### config.mk
export PLATFORM = sky130hd
export DESIGN_NAME = rr_grant_sequencer_4
export DESIGN_NICKNAME = d
export VERILOG_FILES = /design/src/rtl/arb_pkg.sv /design/src/rtl/rr_grant_sequencer_4_pick.sv /design/src/rtl/rr_grant_sequencer_4.sv
export SDC_FILE = /design/constraint.sdc
export NUM_CORES = 1
export LEC_CHECK = 0
export CAP_MARGIN = 40
export CORE_MARGIN = 2
export CORE_UTILIZATION = 25
export CTS_BUF_LIST = sky130_fd_sc_hd__clkbuf_8
export DETAILED_ROUTE_END_ITERATION = 8
export PLACE_DENSITY_LB_ADDON = 0.3
export SKIP_LAST_GASP = 1
export SYNTH_ARGS = -nofsm -noshare
export SYNTH_HDL_FRONTEND = slang
export SYNTH_SLANG_ARGS = --single-unit
### constraint.sdc
create_clock -name clk -period 5.2 [get_ports clk]
set_clock_uncertainty 0.05 [all_clocks]
set_input_delay 1.04 -clock clk [delete_from_list [all_inputs] [get_ports clk]]
set_output_delay 1.04 -clock clk [all_outputs]
set_load 0.02 [all_outputs]
### src/rtl/arb_pkg.sv
// Shared definitions for the round-robin grant sequencer.
//   state_t   : FSM encoding (IDLE / GRANT / GAP), 2 bits
//   NUM_REQ   : number of requesters
//   req_vec_t : one bit per requester
package arb_pkg;

    localparam int NUM_REQ = 4;

    typedef logic [NUM_REQ-1:0] req_vec_t;

    typedef enum logic [1:0] {
        IDLE  = 2'd0,
        GRANT = 2'd1,
        GAP   = 2'd2
    } state_t;

endpackage

### src/rtl/rr_grant_sequencer_4_pick.sv
// rr_pick_4: combinational round-robin winner selection.
//   ptr     in  2  priority pointer; scanning starts here
//   req     in  4  request vector
//   winner  out 2  first set bit of req at or above ptr, wrapping 3->0
//   any_req out 1  req != 0
module rr_pick_4
    import arb_pkg::*;
(
    input  logic [1:0] ptr,
    input  req_vec_t   req,
    output logic [1:0] winner,
    output logic       any_req
);

    logic       found;
    logic [1:0] idx;

    always_comb begin
        winner  = 2'd0;
        found   = 1'b0;
        idx     = 2'd0;
        any_req = |req;
        for (int i = 0; i < NUM_REQ; i++) begin
            // 2-bit add wraps naturally from 3 back to 0
            idx = ptr + i[1:0];
            if (!found && req[idx]) begin
                winner = idx;
                found  = 1'b1;
            end
        end
    end

endmodule

### src/rtl/rr_grant_sequencer_4.sv
// rr_grant_sequencer_4: four-requester round-robin arbiter with hold until
// release, a one-cycle gap between owners and a hold-time watchdog.
// Drives the enable/select of a downstream 2-to-4 decoder.
//   clk     in  1  system clock
//   rst_n   in  1  asynchronous active-low reset
//   req     in  4  request vector
//   done    in  1  owner releases the grant (only looked at in GRANT)
//   ena     out 1  grant valid (decoder enable)
//   sel     out 2  current owner (decoder select)
//   timeout out 1  one-cycle pulse when the watchdog revoked the grant
//   busy    out 1  state != IDLE
module rr_grant_sequencer_4
    import arb_pkg::*;
#(
    parameter int MAX_HOLD = 16,
    parameter int CNT_W    = $clog2(MAX_HOLD + 1)
) (
    input  logic       clk,
    input  logic       rst_n,
    input  req_vec_t   req,
    input  logic       done,
    output logic       ena,
    output logic [1:0] sel,
    output logic       timeout,
    output logic       busy
);

    localparam logic [CNT_W-1:0] CNT_LAST = CNT_W'(MAX_HOLD - 1);

    state_t           state_q, state_d;
    logic [1:0]       sel_q, sel_d;
    logic [1:0]       ptr_q, ptr_d;
    logic [CNT_W-1:0] cnt_q, cnt_d;
    logic             ena_q, ena_d;
    logic             timeout_q, timeout_d;
    logic             busy_q, busy_d;

    logic [1:0] winner;
    logic       any_req;
    logic       expired;
    logic       release_req;

    rr_pick_4 u_pick (
        .ptr     (ptr_q),
        .req     (req),
        .winner  (winner),
        .any_req (any_req)
    );

    // An explicit release (done or owner withdrawal) takes precedence over
    // the watchdog, so a coincident expiry is not flagged as a timeout.
    assign expired     = (cnt_q == CNT_LAST);
    assign release_req = done || !req[sel_q];

    // State register (outputs are registered alongside)
    always_ff @(posedge clk or negedge rst_n) begin
        if (!rst_n) begin
            state_q   <= IDLE;
            sel_q     <= 2'd0;
            ptr_q     <= 2'd0;
            cnt_q     <= '0;
            ena_q     <= 1'b0;
            timeout_q <= 1'b0;
            busy_q    <= 1'b0;
        end else begin
            state_q   <= state_d;
            sel_q     <= sel_d;
            ptr_q     <= ptr_d;
            cnt_q     <= cnt_d;
            ena_q     <= ena_d;
            timeout_q <= timeout_d;
            busy_q    <= busy_d;
        end
    end

    // Next-state logic
    always_comb begin
        state_d = state_q;
        sel_d   = sel_q;
        ptr_d   = ptr_q;
        cnt_d   = cnt_q;
        case (state_q)
            IDLE: begin
                if (any_req) begin
                    sel_d   = winner;
                    cnt_d   = '0;
                    state_d = GRANT;
                end
            end
            GRANT: begin
                cnt_d = cnt_q + 1'b1;
                if (release_req || expired) begin
                    ptr_d   = sel_q + 2'd1;
                    state_d = GAP;
                end
            end
            GAP:     state_d = IDLE;
            default: state_d = IDLE;
        endcase
    end

    // Output logic: next values of the registered outputs
    always_comb begin
        ena_d     = (state_d == GRANT);
        busy_d    = (state_d != IDLE);
        timeout_d = (state_q == GRANT) && expired && !release_req;
    end

    assign ena     = ena_q;
    assign sel     = sel_q;
    assign timeout = timeout_q;
    assign busy    = busy_q;

endmodule

==> impl_metrics.py, run 1 <==
metrics = {
    "route": {
        "ant_nets": 0,
        "drt-pass1-iter-count": 4,
        "drtIter0Drc": 16,
        "routedWlPerCell_um": 13.3,
        "vias_per_cell": 4.91,
        "drc": 0,
        "wl_um": 1490,
        "vias": 550,
    },
    "placement": {
        "place_hpwl_um": 1070,
        "portBuffers": 11,
        "gp_congestion": 0.771,
        "place_inst": 108,
    },
    "clocking": {
        "tritoncts": "built",
        "cts_setup_buffers": 0,
        "clock_path_buffers": 2,
        "cts.sinks": 14,
        "hold_buffers": 0,
        "clk_pin_slew_ns": 0.06,
        "ctsResizeCount": 0,
        "cts-root-buf": "clkbuf_8",
        "cts_made_buffers": 3,
        "insertion_delay_ns": 0.24,
        "cts_max_level": 1,
    },
    "synth": {
        "synth.distinct_cells": 28,
        "synth_nets": 76,
        "yosysSeqAreaShare_pct": 48.2,
        "synth_top_area_cell": "dfrtp_1",
        "ys_seq_elements": 14,
        "synth.area.top_cells": "dfrtp_1, a21oi_1, mux2_4, a311oi_4, ha_1",
        "synth_area_um2": 727,
        "synth_top_area_share_pct": 48.2,
        "syn_avg_cell_area_um2": 10.8,
        "synth_warnings": 0,
        "synth_cells": 67,
    },
    "timing": {
        "rsz0062_at_grt": "no",
        "hold_viol_final": 0,
        "setup_viol": 0,
        "tightest_slew_ns": 0.670,
        "drv_slew": 0,
        "fin_crit_sh_pct": 48.8,
        "finalWorstPathRequiredPeriod_ns": 2.54,
        "max_freq_ghz": 0.394,
        "finalSetupTns_ns": 0,
        "slew_headroom_pct": 55.2,
    },
    "critical_path": {
        "path_delay_family": "buffers and inverters",
        "arrival_ns": 1.45,
        "timing.critical_path.buf_inv": 1,
        "cp_max_fo": 8,
        "worstSetupStartpointType": "flip-flop",
        "crit_required_ns": 4.11,
        "path_cells": "clkdlybuf4s50_1",
        "slowest_delay_ns": 0.67,
        "worst_path_max_delay_cell": "clkdlybuf4s50_1",
        "cp-end-kind": "output port",
        "crit_type": "flip-flop to output port",
    },
    "run_status": {
        "status": "finished clean",
    },
    "power_and_ir_drop": {
        "vdd_ir_drop_max_mv": 0.309,
        "total_power_uw": 507,
        "cellPowerDensity_nw_per_um2": 549,
        "p_leak_uw": 0.000388,
    },
    "global_route": {
        "antenna_found_initial": 0,
        "grt-ovfl-total": 0,
        "grtUsageTotal_pct": 9.91,
        "grt_pass1_vias": 549,
        "grt_pass1_wl_um": 2560,
        "grt_max_degree": 15,
    },
    "job": {
        "drv_cap": 0,
    },
    "cells_and_area": {
        "final_cell_mix": "dfrtp_1, clkdlybuf4s50_1, a21oi_1, nor2_1, o21ai_1",
        "syn_to_final_growth_pct": 27.0,
        "final_common_cell": "dfrtp_1",
        "fin_cells": 112,
        "antenna_cells": 0,
        "nets": 91,
        "fillers": 297,
        "drive_gt1_share_pct": 14.8,
    },
    "floorplanning": {
        "core_area_um2": 2760,
        "dieHeight_um": 57.9,
        "top_level_ports": 12,
        "die_width_um": 57.9,
        "start_util_pct": 26.4,
        "die_area_um2": 3360,
        "std_cell_rows": 19,
    },
    "hold_path": {
        "hp-class": "flip-flop to flip-flop",
    },
}
==> final cells by class <==
| cell class | instances | area [um2] | area share (%) |
|---|---|---|---|
| Clock buffer | 4 | 55.1 | 5.96 |
| Sequential cell | 14 | 350 | 37.9 |
| Timing Repair Buffer | 11 | 110 | 11.9 |
| Tap cell | 31 | 38.8 | 4.20 |
| Multi-Input combinational cell | 49 | 358 | 38.8 |
| Inverter | 3 | 11.3 | 1.22 |
==> cell usage after synthesis <==
cell type / count
nand2_1: 3
nor2b_1: 1
o21bai_4: 1
a31oi_1: 2
mux2i_1: 2
xor2_1: 1
a32o_1: 1
a21oi_1: 7
mux2_4: 2
and3_1: 1
nand2b_1: 4
inv_1: 2
o21ai_0: 1
inv_2: 1
ha_1: 2
a311oi_4: 1
o21ai_1: 5
nand2_2: 1
nor2_1: 6
a22o_1: 1
or4_4: 1
nand3_1: 2
nand4_1: 1
buf_4: 1
dfrtp_1: 14
nor4b_1: 1
nor4_2: 1
o22ai_1: 1
==> registers in the layout, indices dropped and copies added, names as in the netlist <==
signal	flops
cnt_q	5
ptr_q	2
sel	2
state_q	2
busy	1
ena	1
timeout	1
==> through the flow <==
stage                     utilization, %  area [um2]  worst slack, ns  hold slack, ns
after floorplan                        -         727             3.06           0.383
after global placement              31.5         868             2.44           0.409
after detailed placement            31.5         868             2.44           0.408
after CTS                           33.5         923             2.65           0.419
after global routing                33.5         923             2.61           0.458
final                               33.5         923             2.66           0.428
==> final timing paths <==
check | from | to | slack (ns) | cells past startpoint
max | sel[1] | sel[1] | 2.66 | 1
min | cnt_q[3] | cnt_q[3] | 0.43 | 1
max reg2reg | cnt_q[0] | ptr_q[1] | 3.14 | 6
min reg2reg | cnt_q[3] | cnt_q[3] | 0.43 | 1
max in group asynchronous | rst_n | ena | 3.52 | 1
min in group asynchronous | rst_n | busy | 1.15 | 1
==> layer usage <==
layer | wire length [um] | part of all wire, % | track usage [%] | vias up
met3 | 78 | 5.2 | 4.24 | 2
li1 | - | - | - | 271
met4 | 15 | 1.0 | 2.99 | 0
met5 | 0 | 0 | 0 | -
met2 | 656 | 44 | 14.0 | 17
met1 | 739 | 50 | 13.7 | 260
==> power breakdown <==
part | switching (uW) | internal (uW)
Clock | 38.5 | 67.0
Combinational | 104 | 103
Sequential | 47.9 | 147
==> cell families (layout without fill, tap and decap cells) <==
| logic type | Yosys count | count (layout) | share of synthesized area, % |
|---|---|---|---|
| AND/OR/NAND/NOR | 22 | 22 | 17.4 |
| multiplexers | 4 | 4 | 6.88 |
| XOR/XNOR | 1 | 1 | 1.21 |
| adder cells (fa/ha/maj) | 2 | 2 | 3.44 |
| AO/OA/AOI/OAI | 20 | 20 | 20.3 |
| buffers and inverters | 4 | 18 | 2.58 |
| flip-flops | 14 | 14 | 48.2 |
(Power assumes the default switching activity.)
==> run 2: changes to the inputs <==
==> constraint.sdc (replaced) <==
create_clock -name clk -period 2.2 [get_ports clk]
set_clock_uncertainty 0.05 [all_clocks]
set_input_delay 0.44 -clock clk [delete_from_list [all_inputs] [get_ports clk]]
set_output_delay 0.44 -clock clk [all_outputs]
set_load 0.02 [all_outputs]
==> run 2 against run 1 <==
Net effect:
- total power is 140% higher
- cell area grew 0.81%
- critical path depth up 5
- core utilization is 0.27 points higher
- first-iteration DRC count decreased by 75%
- final cell count grew 0.89%
- setup slack lost 2.5 ns
- sequential power grew 140%
- critical path type is now flip-flop to flip-flop
- largest cell class unchanged
==> impl_metrics.py, run 2 (synthesized netlist as in run 1, its figures left out) <==
metrics = {
    "run_status": {
        "status": "finished clean",
    },
    "cells_and_area": {
        "final_cell_mix": "dfrtp_1, clkdlybuf4s50_1, a21oi_1, nor2_1, o21ai_1",
        "final_common_cell": "dfrtp_1",
        "nets": 92,
        "largest_register_ffs": 5,
        "antenna_cells": 0,
        "drive_gt1_share_pct": 15.9,
        "largest_register": "cnt_q",
        "fillers": 280,
        "syn_to_final_growth_pct": 28.1,
    },
    "route": {
        "routedWlPerCell_um": 12.9,
        "dr.max_layer_used": "met3",
        "wl_um": 1460,
        "vias_per_cell": 4.88,
        "drtIter0Drc": 4,
        "ant_nets": 0,
        "wl_met1_um": 726,
        "drt-pass1-iter-count": 3,
        "wl_met3_um": 76,
        "drc": 0,
        "dr_wl_met2_um": 656,
        "vias": 552,
    },
    "clocking": {
        "ctsResizeCount": 0,
        "cts_made_buffers": 3,
        "clk_pin_slew_ns": 0.06,
        "insertion_delay_ns": 0.25,
        "hold_buffers": 0,
        "clock_path_buffers": 2,
        "tritoncts": "built",
        "cts_setup_buffers": 0,
        "cts-root-buf": "clkbuf_8",
        "cts.sinks": 14,
        "cts_max_level": 1,
    },
    "power_and_ir_drop": {
        "power_frac_seq_pct": 37.8,
        "p_leak_uw": 0.000392,
        "combPwrFrac_pct": 41.3,
        "cellPowerDensity_nw_per_um2": 1310,
        "clkPwrFrac_pct": 20.9,
        "vdd_ir_drop_max_mv": 0.768,
        "switching_share_pct": 37.2,
        "total_power_uw": 1210,
        "power.switching_uw": 452,
        "power.internal_uw": 763,
    },
    "global_route": {
        "grt_max_degree": 15,
        "grt_pass1_vias": 548,
        "antenna_found_initial": 0,
        "grtUsageTotal_pct": 9.93,
        "grt-ovfl-total": 0,
        "grt_pass1_wl_um": 2440,
    },
    "critical_path": {
        "path_cells": "ha_1 -> and3_1 -> ha_1 -> nor4_2 -> a311oi_4 -> mux2_4",
        "worst_path_max_delay_cell": "dfrtp_1",
        "r2r_cells": 6,
        "path_delay_family": "simple AND/OR/NAND/NOR gates",
        "arrival_ns": 2.13,
        "cp-end-kind": "flip-flop",
        "r2r-end": "ptr_q[1]",
        "slowest_delay_ns": 0.42,
        "reg2reg_from": "cnt_q[0]",
        "worstSetupStartpointType": "flip-flop",
        "crit_top_cell": "ha_1",
        "cp_max_fo": 5,
        "ff2ff_setup_slack_ns": 0.16,
        "timing.critical_path.buf_inv": 0,
        "crit_type": "flip-flop to flip-flop",
        "crit_required_ns": 2.28,
    },
    "job": {
        "drv_cap": 0,
    },
    "placement": {
        "gp_congestion": 0.730,
        "portBuffers": 11,
        "place_hpwl_um": 1090,
    },
    "timing": {
        "slew_headroom_pct": 54.8,
        "finalSetupTns_ns": 0,
        "fin_crit_sh_pct": 92.8,
        "finalWorstPathRequiredPeriod_ns": 2.04,
        "rsz0062_at_grt": "no",
        "max_freq_ghz": 0.490,
        "drv_slew": 0,
        "tightest_slew_ns": 0.675,
        "hold_viol_final": 0,
        "setup_viol": 0,
    },
    "hold_path": {
        "holdPathEnd": "cnt_q[3]",
        "hold_depth": 1,
        "hold_start": "cnt_q[3]",
        "hp-class": "flip-flop to flip-flop",
    },
    "floorplanning": {
        "top_level_ports": 12,
        "core_area_um2": 2760,
        "die_area_um2": 3360,
        "std_cell_rows": 19,
        "die_width_um": 57.9,
        "start_util_pct": 26.4,
        "dieHeight_um": 57.9,
    },
}
==> run 2: cell count changes in the layout (fill, tap and decap cells not counted) <==
cell   previous run  this run
buf_4             0         1
==> run 2: worst register-to-register path: stages, from the launching register on <==
cell and delay (ns):
dfrtp_1 0.42, ha_1 0.25, and3_1 0.19, ha_1 0.22
nor4_2 0.37, a311oi_4 0.11, mux2_4 0.32
==> run 2: worst max path at each step <==
stage                         from       end  cells after the start
after global routing      cnt_q[0]  ptr_q[1]                      6
after floorplan           cnt_q[0]  ptr_q[1]                      6
after CTS                 cnt_q[0]  ptr_q[1]                      6
after global placement      req[3]  ptr_q[1]                      4
after detailed placement    req[3]  ptr_q[1]                      4
final                     cnt_q[0]  ptr_q[1]                      6
==> run 2: final cells by class <==
| cell class | instances | area, um2 | area share, % |
|---|---|---|---|
| clock buffer | 4 | 55.1 | 5.91 |
| inverter | 3 | 11.3 | 1.21 |
| multi-input combinational | 49 | 358 | 38.4 |
| timing repair buffer | 12 | 118 | 12.6 |
| tap | 31 | 38.8 | 4.17 |
| sequential | 14 | 350 | 37.6 |
==> run 2: metrics by stage <==
stage                     cell area (um2)  hold slack (ns)  instances  utilization, %  worst slack [ns]
after floorplan                       727           0.0944         67               -             0.302
final                                 931            0.410        113            33.8             0.158
after CTS                             931            0.413        113            33.8             0.153
after detailed placement              876            0.401        109            31.8            0.0960
after global routing                  931            0.428        113            33.8            0.0626
after global placement                876            0.408        109            31.8             0.137
==> run 2: per-layer routing <==
metal	global-route usage, %	vias up
li1	-	276
met1	12.3	263
met2	15.3	13
met3	4.91	0
met4	2.99	0
met5	0	-
==> run 2: power groups by stage <==
stage	Sequential, uW	Combinational [uW]	Clock (uW)
global route	474	546	279
global placement	461	503	0
floorplan	466	337	0
detailed placement	461	506	0
CTS	458	507	270
finish	459	502	254
==> run 3: changes to the inputs <==
--- a/config.mk
+++ b/config.mk
@@ -9,9 +9,11 @@
 export CORE_MARGIN = 2
 export CORE_UTILIZATION = 25
 export CTS_BUF_LIST = sky130_fd_sc_hd__clkbuf_8
+export CTS_CLUSTER_SIZE = 10
 export DETAILED_ROUTE_END_ITERATION = 8
 export PLACE_DENSITY_LB_ADDON = 0.3
 export SKIP_LAST_GASP = 1
+export SLEW_MARGIN = 20
 export SYNTH_ARGS = -nofsm -noshare
 export SYNTH_HDL_FRONTEND = slang
 export SYNTH_SLANG_ARGS = --single-unit
==> results of run 3 <==
The final DEF is identical to that of run 2; final timing and power are the same.
